### src/rtl/cflog_pkg.sv
// Shared definitions for the CF-Log UART transmit path: FSM encoding and build constants.
package cflog_pkg;

  typedef enum logic [1:0] {
    StIdle  = 2'd0,
    StStart = 2'd1,
    StData  = 2'd2,
    StStop  = 2'd3
  } tx_state_e;

  localparam int unsigned UART_DATA_BITS   = 8;
  // 8 MHz mclk / 115200 baud
  localparam int unsigned DEFAULT_BAUD_DIV = 69;

endpackage

### src/rtl/cflog_uart_tx_if.sv
// Byte request and status bundle between the readout controller and the UART transmitter.
interface cflog_uart_tx_if #(
  parameter int unsigned CNT_W = 16
) ();

  logic             tx_trigger;
  logic [7:0]       tx_byte;
  logic             tx_enable;
  logic             uart_txd;
  logic             tx_busy;
  logic             hold_full;
  logic             overrun;
  logic [CNT_W-1:0] bytes_sent;

  modport master (
    output tx_trigger, tx_byte, tx_enable,
    input  uart_txd, tx_busy, hold_full, overrun, bytes_sent
  );

  modport slave (
    input  tx_trigger, tx_byte, tx_enable,
    output uart_txd, tx_busy, hold_full, overrun, bytes_sent
  );

endinterface

### src/rtl/cflog_baud_tick.sv
// Bit-period counter: flags the last cycle of each UART bit; cleared synchronously on frame load.
module cflog_baud_tick #(
  parameter int unsigned BAUD_DIV = 69
) (
  input  logic mclk,
  input  logic puc_rst,
  input  logic i_clr,
  input  logic i_run,
  output logic o_bit_end
);

  localparam int unsigned CW = $clog2(BAUD_DIV);
  localparam logic [CW-1:0] LastCnt = CW'(BAUD_DIV - 1);

  logic [CW-1:0] r_cnt;
  logic [CW-1:0] w_cnt_d;

  assign o_bit_end = (r_cnt == LastCnt);

  always_comb begin
    w_cnt_d = r_cnt;
    if (i_clr || o_bit_end) begin
      w_cnt_d = '0;
    end else if (i_run) begin
      w_cnt_d = r_cnt + CW'(1);
    end
  end

  always_ff @(posedge mclk or posedge puc_rst) begin
    if (puc_rst) begin
      r_cnt <= '0;
    end else begin
      r_cnt <= w_cnt_d;
    end
  end

endmodule

### src/rtl/cflog_uart_tx.sv
// 8N1 UART transmitter with a one-byte holding register, sticky overrun and a sent-byte counter.
module cflog_uart_tx
  import cflog_pkg::*;
#(
  parameter int unsigned BAUD_DIV = DEFAULT_BAUD_DIV,
  parameter int unsigned CNT_W    = 16
) (
  input logic            mclk,
  input logic            puc_rst,
  cflog_uart_tx_if.slave bus
);

  tx_state_e        r_state, w_state_d;
  logic [7:0]       r_hold_reg;
  logic [7:0]       r_shreg, w_shreg_d;
  logic [2:0]       r_bit_idx, w_bit_idx_d;
  logic             r_hold_full;
  logic             r_overrun;
  logic             r_txd, w_txd_d;
  logic [CNT_W-1:0] r_bytes_sent;

  logic w_bit_end;
  logic w_req;
  logic w_load;
  logic w_accept;

  assign w_req    = bus.tx_trigger & bus.tx_enable;
  // The holding register frees up in the same cycle the shifter takes it.
  assign w_load   = r_hold_full & ((r_state == StIdle) | ((r_state == StStop) & w_bit_end));
  assign w_accept = w_req & (~r_hold_full | w_load);

  cflog_baud_tick #(
    .BAUD_DIV (BAUD_DIV)
  ) u_baud_tick (
    .mclk      (mclk),
    .puc_rst   (puc_rst),
    .i_clr     (w_load),
    .i_run     (r_state != StIdle),
    .o_bit_end (w_bit_end)
  );

  always_comb begin
    w_state_d   = r_state;
    w_shreg_d   = r_shreg;
    w_bit_idx_d = r_bit_idx;
    case (r_state)
      StIdle: begin
        if (w_load) begin
          w_state_d = StStart;
          w_shreg_d = r_hold_reg;
        end
      end
      StStart: begin
        if (w_bit_end) begin
          w_state_d   = StData;
          w_bit_idx_d = '0;
        end
      end
      StData: begin
        if (w_bit_end) begin
          w_shreg_d   = {1'b0, r_shreg[7:1]};
          w_bit_idx_d = r_bit_idx + 3'd1;
          if (r_bit_idx == 3'(UART_DATA_BITS - 1)) begin
            w_state_d = StStop;
          end
        end
      end
      StStop: begin
        if (w_bit_end) begin
          if (w_load) begin
            w_state_d = StStart;
            w_shreg_d = r_hold_reg;
          end else begin
            w_state_d = StIdle;
          end
        end
      end
      default: w_state_d = StIdle;
    endcase

    // Line level follows the next state so it changes on the same edge as the FSM.
    case (w_state_d)
      StStart: w_txd_d = 1'b0;
      StData:  w_txd_d = w_shreg_d[0];
      default: w_txd_d = 1'b1;
    endcase
  end

  always_ff @(posedge mclk or posedge puc_rst) begin
    if (puc_rst) begin
      r_state      <= StIdle;
      r_hold_reg   <= '0;
      r_shreg      <= '0;
      r_bit_idx    <= '0;
      r_hold_full  <= 1'b0;
      r_overrun    <= 1'b0;
      r_txd        <= 1'b1;
      r_bytes_sent <= '0;
    end else begin
      r_state     <= w_state_d;
      r_shreg     <= w_shreg_d;
      r_bit_idx   <= w_bit_idx_d;
      r_txd       <= w_txd_d;
      r_hold_full <= w_accept | (r_hold_full & ~w_load);
      if (w_accept) begin
        r_hold_reg <= bus.tx_byte;
      end
      if (w_req & r_hold_full & ~w_load) begin
        r_overrun <= 1'b1;
      end
      if ((r_state == StStop) && w_bit_end) begin
        r_bytes_sent <= r_bytes_sent + CNT_W'(1);
      end
    end
  end

  assign bus.uart_txd   = r_txd;
  assign bus.tx_busy    = (r_state != StIdle) | r_hold_full;
  assign bus.hold_full  = r_hold_full;
  assign bus.overrun    = r_overrun;
  assign bus.bytes_sent = r_bytes_sent;

endmodule

### src/flat_wrapper.sv
// flat-port wrapper written by rule: the top's interface ports become plain ports
module cflog_uart_tx_flat import cflog_pkg::*;
#(
  parameter int unsigned BAUD_DIV = DEFAULT_BAUD_DIV,
  parameter int unsigned CNT_W    = 16
)
  (mclk, puc_rst, bus_tx_trigger, bus_tx_byte, bus_tx_enable, bus_uart_txd, bus_tx_busy, bus_hold_full, bus_overrun, bus_bytes_sent);
  cflog_uart_tx_if #(.CNT_W(CNT_W)) bus_i ();
  input logic mclk;
  input logic puc_rst;
  input wire logic [$bits(bus_i.tx_trigger)-1:0] bus_tx_trigger;
  input wire logic [$bits(bus_i.tx_byte)-1:0] bus_tx_byte;
  input wire logic [$bits(bus_i.tx_enable)-1:0] bus_tx_enable;
  output wire logic [$bits(bus_i.uart_txd)-1:0] bus_uart_txd;
  output wire logic [$bits(bus_i.tx_busy)-1:0] bus_tx_busy;
  output wire logic [$bits(bus_i.hold_full)-1:0] bus_hold_full;
  output wire logic [$bits(bus_i.overrun)-1:0] bus_overrun;
  output wire logic [$bits(bus_i.bytes_sent)-1:0] bus_bytes_sent;
  assign bus_i.tx_trigger = bus_tx_trigger;
  assign bus_i.tx_byte = bus_tx_byte;
  assign bus_i.tx_enable = bus_tx_enable;
  assign bus_uart_txd = bus_i.uart_txd;
  assign bus_tx_busy = bus_i.tx_busy;
  assign bus_hold_full = bus_i.hold_full;
  assign bus_overrun = bus_i.overrun;
  assign bus_bytes_sent = bus_i.bytes_sent;
  cflog_uart_tx #(.BAUD_DIV(BAUD_DIV), .CNT_W(CNT_W)) u_core (.mclk(mclk), .puc_rst(puc_rst), .bus(bus_i));
endmodule
### config.mk
export PLATFORM = sky130hd
export DESIGN_NAME = cflog_uart_tx_flat
export DESIGN_NICKNAME = d
export VERILOG_FILES = /design/src/rtl/cflog_pkg.sv /design/src/rtl/cflog_uart_tx_if.sv /design/src/rtl/cflog_baud_tick.sv /design/src/rtl/cflog_uart_tx.sv /design/src/flat_wrapper.sv
export SDC_FILE = /design/constraint.sdc
export NUM_CORES = 1
export LEC_CHECK = 0
export BUFFER_PORTS_ARGS = -buffer_cell sky130_fd_sc_hd__buf_2
export CORE_UTILIZATION = 60
export CTS_CLUSTER_SIZE = 24
export DETAILED_ROUTE_END_ITERATION = 16
export PLACE_DENSITY = 0.85
export SETUP_SLACK_MARGIN = 0.2
export SKIP_CTS_REPAIR_TIMING = 1
export SLEW_MARGIN = 25
export SYNTH_ARGS = -nofsm -noshare
export SYNTH_HDL_FRONTEND = slang
export SYNTH_HIERARCHICAL = 1
export SYNTH_SLANG_ARGS = --single-unit
### constraint.sdc
create_clock -name mclk -period 3.22 [get_ports mclk]
set_input_delay 0.322 -clock mclk [delete_from_list [all_inputs] [get_ports mclk]]
set_output_delay 0.322 -clock mclk [all_outputs]
set_load 0.02 [all_outputs]
* After elaboration in Yosys (flattened, before gate mapping)
Index checks and enable logic that the tools add are counted.
** Word-level totals
- Bits of input ports :: 12
- Flip-flop bits (word level) :: 47
- Logic and storage cells :: 62
- Output and inout port bits :: 20
** Cells by class
- Bitwise operators :: 13
- Reduce and logical (&&, ||, !) cells :: 9
- Equal/unequal tests :: 10
- Muxes and demuxes :: 17
- Add/subtract/negate cells :: 3
** Operators with widths (number)
- 8-bit 2-to-1 mux :: 3
- 8-bit case mux with 3 select lines :: 1
- 16-bit by 1-bit adder with 16-bit output (second input constant) :: 1
- 7-bit 2-to-1 mux :: 2
- 2-bit 2-to-1 mux :: 5
- 2-bit case mux with 4 select lines :: 1
- 7-bit by 1-bit adder with 7-bit output (second input constant) :: 1
- 1-bit AND :: 7
- 7-bit == test (second input constant) :: 1
- 2-bit == test (second input constant) :: 3
- 3-bit 2-to-1 mux :: 2
- 2-bit inequality test (second input constant) :: 3
- 3-bit case mux with 2 select lines :: 1
- 3-bit AND reduction :: 2
- 2-bit nonzero test :: 3
- 2-bit by 1-bit == test with 1-bit output (second input constant) :: 2
- 1-bit OR :: 4
- 3-bit by 1-bit adder with 3-bit output (second input constant) :: 1
- 3-bit == test (second input constant) :: 1
- 3-bit nonzero test :: 1
- 2-bit logical NOT :: 1
- 1-bit NOT :: 2
- 1-bit case mux with 2 select lines :: 1
- 1-bit logical AND :: 1
- 2 further kinds :: 2

* Logic depth before layout (Yosys ltp)
- Depth after elaboration :: 9
- Depth in mapped cells :: 9
- Depth with buffers taken out :: 7

* Cells and area by module
The synthesis kept the hierarchy.
** Modules (own cells, without submodules)
- cflog_uart_tx :: cells an instance 156, sequential area each 1002.2 µm², area an instance 1855.5 µm², times used 1
- cflog_baud_tick :: cells an instance 36, sequential area each 175.2 µm², area an instance 355.3 µm², times used 1

* Least setup slack after synthesis
OpenSTA, ideal clock, no wires.
- Path type :: register -> register
- Start :: register u_core.u_baud_tick.r_cnt[4]
- End :: register u_core.u_baud_tick.r_cnt[0]
- Setup time :: 0.119 ns
- Path slack :: 1.115 ns
- Stages on the path, launching flop included :: 8
- Required time :: 3.101 ns
- Period minus slack after synthesis :: 2.105 ns
- Arrival time :: 1.986 ns
- Cells stage by stage :: dfrtp_1 > nor4b_1 > and3_1 > buf_6 > nand3_1 > a21boi_1 > a31o_2 > nor2_1
** Between the ends
- Word-level cells in the longest chain between the ends :: 6
- Elaborated cells between the ends (all ways) :: 7
** RTL lines
- start, declared :: RTL line cflog_baud_tick.sv:15 : logic [CW-1:0] r_cnt;
- start signal, assigned :: RTL line cflog_baud_tick.sv:33 : r_cnt <= w_cnt_d;
- 7-bit == test (*) :: RTL line cflog_baud_tick.sv:18 : assign o_bit_end = (r_cnt == LastCnt);
- via u_core.w_bit_end :: RTL line cflog_uart_tx.sv:22 : logic w_bit_end;
- 1-bit AND (*) :: RTL line cflog_uart_tx.sv:29 : assign w_load = r_hold_full & ((r_state == StIdle) | ((r_state == StStop) & w_bit_end));
- 1-bit OR (*) :: RTL line cflog_uart_tx.sv:29
- 1-bit AND (*) :: RTL line cflog_uart_tx.sv:29
- via u_core.w_load :: RTL line cflog_uart_tx.sv:24 : logic w_load;
- 1-bit logical OR (*) :: RTL line cflog_baud_tick.sv:22 : if (i_clr || o_bit_end) begin
- 7-bit 2-to-1 mux or 2-bit nonzero test (tied branches)
The timed path passes the listed nets; every way through them passes the cells marked *.
A chain may end at the register's enable or synchronous reset.

* Final worst setup path
- Start :: register u_core.u_baud_tick.r_cnt[4]
- End :: register u_core.r_hold_reg[1]
** Between the ends
- Word-level cells in the longest chain between the ends :: 6
** RTL lines
- 7-bit == test :: RTL line cflog_baud_tick.sv:18
- via u_core.w_bit_end :: RTL line cflog_uart_tx.sv:22
- 1-bit AND :: RTL line cflog_uart_tx.sv:29
- 1-bit OR :: RTL line cflog_uart_tx.sv:29
- 1-bit AND :: RTL line cflog_uart_tx.sv:29
- 1-bit OR :: RTL line cflog_uart_tx.sv:30 : assign w_accept = w_req & (~r_hold_full | w_load);
- 1-bit AND :: RTL line cflog_uart_tx.sv:30
- end signal, assigned :: RTL line cflog_uart_tx.sv:106 : r_hold_reg <= bus.tx_byte;
- end, declared :: RTL line cflog_uart_tx.sv:14 : logic [7:0] r_hold_reg;
The timed path passes the listed nets, and every way through them passes these cells.

==> qor.csv <==
metric,value,unit
status,"complete, no violations",
initial_core_util,64.2,%
ys_warn_count,6,
synth_most_common_cell,dfrtp_1,
cts_sinks,47,
ff2ff_setup_slack,0.78,ns
synth.area.top_cells,"dfrtp_1 52%, xnor2_1 5.9%, mux2_2 5.1%",
ys_ff_latch,47,
grt_pass1_vias,1529,
numCtsBuffers,5,
drv_slew,0,
syn_area,2210,sq um
rr_endpoint,u_core/r_hold_reg[1],
wl_per_cell,15.2,microns
ys.flop_type,dfrtp_1,
die-area,3930,sq um
fmax,410,MHz
vias,1559,
finalWirelength,4140,microns
cap_violations,0,
globalplace.congestion,0.838,
tightest_slew,0.605,ns
clk_latency,0.29,ns
rsz0062_at_grt,false,
die_w,62.7,microns
cts_buffer_depth,2,
p_leak,1.20,nW
post-dp-hpwl,2950,microns
crit_type,reg -> reg,
grt_pass1_wl,7200,microns
fp.coreArea,3440,sq um
diodes,0,
synth_edf_count,0,
grt_overflow_total,0,
hold_start,bus_tx_byte[7],
syn_inst,192,
seq_area,1180,sq um
drc,0,
filler_cell_count,266,
cellPowerDensity,429,nW/um^2
h-tree-depth,2,
antenna_found_initial,0,
rows,21,
cp.required,3.39,ns
relSlewSlack,59.7,%
synth_common_cells,"46 x dfrtp_1, 20 x nand2_1, 15 x xnor2_1",
setup_violations,0,
yosysSeqAreaShare,53.3,%
antenna_left,0,
design.final.nets,244,
drt-pass1-iter-count,4,
min_path_cells,2,
multiInputGateArea,951,sq um
crit_arrival,2.61,ns
layout-drive-gt1-share,26.9,%
worstPathMaxFanout,10,
areaGrowthSynthToFinish,13.0,%
hp-class,in -> reg,
synthDistinctLibCells,38,
vdd_drop_max,0.385,mV
viasPerCell,5.71,
fin_crit,2.44,ns
dp_cells,265,
dieHeight,62.7,microns
finalCritPeriodShare,75.7,%
track_usage,24.0,%
cts_root_buf,clkbuf_8,
cts_tree,done,
io_pins,32,
synthDominantCellAreaShare,52.1,%
synthArstFlopShare,100,%
fin_util,72.6,%
largest_register_ffs,16,
final_cell_count_no_fill,273,
clkSlewWorstSetupHoldPaths,0.08,ns
skew,0.00577,ns
min_to,u_core/r_hold_reg[7],
setup_tns,0,ns
avgSynthCellArea,11.5,sq um
hold_violations,0,
reg2regPathDepth,5,
drt_iter0_drc,94,
syn_nets,209,
port_buffers,31,
cp-start-kind,flop,
synth_area_leader_cell,dfrtp_1,
worstReg2RegStart,u_core/u_baud_tick/r_cnt[4],
end_kind,flop,
grt_max_degree,41,
[report_power, final]
part | switching [W] | internal [W] | leakage [nW] | total, W
sequential | 0.0000128 | 0.000613 | 0.610 | 0.000626
clock | 0.000174 | 0.000227 | 0.0513 | 0.000401
combinational | 0.0000203 | 0.0000241 | 0.536 | 0.0000444
[kinds of logic (layout without fill, tap and decap cells)]
kind of cell / count (synthesis) / in the layout / share of synthesized area, %
compound gates: 27 / 27 / 10.2
xor+xnor: 21 / 21 / 8.32
fa+ha+maj: 5 / 5 / 2.83
buf+inv: 14 / 49 / 3.73
flops: 47 / 47 / 53.3
mux: 13 / 13 / 6.45
simple gates: 65 / 65 / 15.2
[cell usage in the layout (no fill, tap or decap), types with 5 or more instances in the layout]
cell type | synthesis | layout
a221o_1 | 6 | 6
a22o_1 | 6 | 6
and2_2 | 6 | 6
buf_2 | 1 | 31
clkbuf_8 | 1 | 5
dfrtp_1 | 46 | 46
ha_1 | 5 | 5
inv_1 | 8 | 8
mux2_2 | 10 | 10
nand2_1 | 20 | 20
nand3_1 | 5 | 5
nand4_1 | 9 | 9
nor2_1 | 10 | 10
xnor2_1 | 15 | 15
xor2_1 | 6 | 6
[layout make-up]
| class | count | share of cell area [%] |
|---|---|---|
| Timing Repair Buffer | 34 | 7.21 |
| Clock buffer | 6 | 2.90 |
| Tap cell | 46 | 2.30 |
| Inverter | 8 | 1.20 |
| Sequential cell | 47 | 47.1 |
| Clock inverter | 1 | 1.20 |
| Multi-Input combinational cell | 131 | 38.1 |
[metrics by stage]
step	instance area (sq um)	worst slack (ns)	hold WS, ns	total power, W
2_1_floorplan	2210	1.11	0.125	0.000664
3_3_place_gp	2390	0.883	0.268	0.000679
3_5_place_dp	2390	0.821	0.268	0.000682
4_1_cts	2490	0.793	-0.0422	0.00108
5_1_grt	2500	0.622	0.253	0.00111
6_report	2500	0.784	0.263	0.00107
[worst max-delay path by stage]
| stage | start | end | slack, ns | depth (start not counted) |
|---|---|---|---|---|
| after floorplan | u_core/u_baud_tick/r_cnt[4] | u_core/u_baud_tick/r_cnt[0] | 1.11 | 7 |
| after global placement | u_core/u_baud_tick/r_cnt[4] | u_core/r_hold_reg[7] | 0.88 | 5 |
| after detailed placement | u_core/u_baud_tick/r_cnt[4] | u_core/r_hold_reg[0] | 0.82 | 5 |
| after global routing | u_core/u_baud_tick/r_cnt[4] | u_core/r_hold_reg[1] | 0.62 | 5 |
| after CTS | u_core/u_baud_tick/r_cnt[4] | u_core/r_hold_reg[4] | 0.79 | 5 |
| final | u_core/u_baud_tick/r_cnt[4] | u_core/r_hold_reg[1] | 0.78 | 5 |
[critical path: stages (launching register included)]
cell	delay [ns]
dfrtp_1	0.42
nor4b_1	0.38
and3_1	0.43
nand3_1	0.29
a31oi_4	0.43
mux2_2	0.38
[per-layer routing]
layer	part of all wire, %	global-route usage [%]	vias to the layer above
met5	0	0	-
met2	47	37.0	44
li1	-	-	745
met1	47	32.8	757
met3	3.6	3.47	13
met4	2.8	12.8	0
Power figures use the tool's default switching activity.
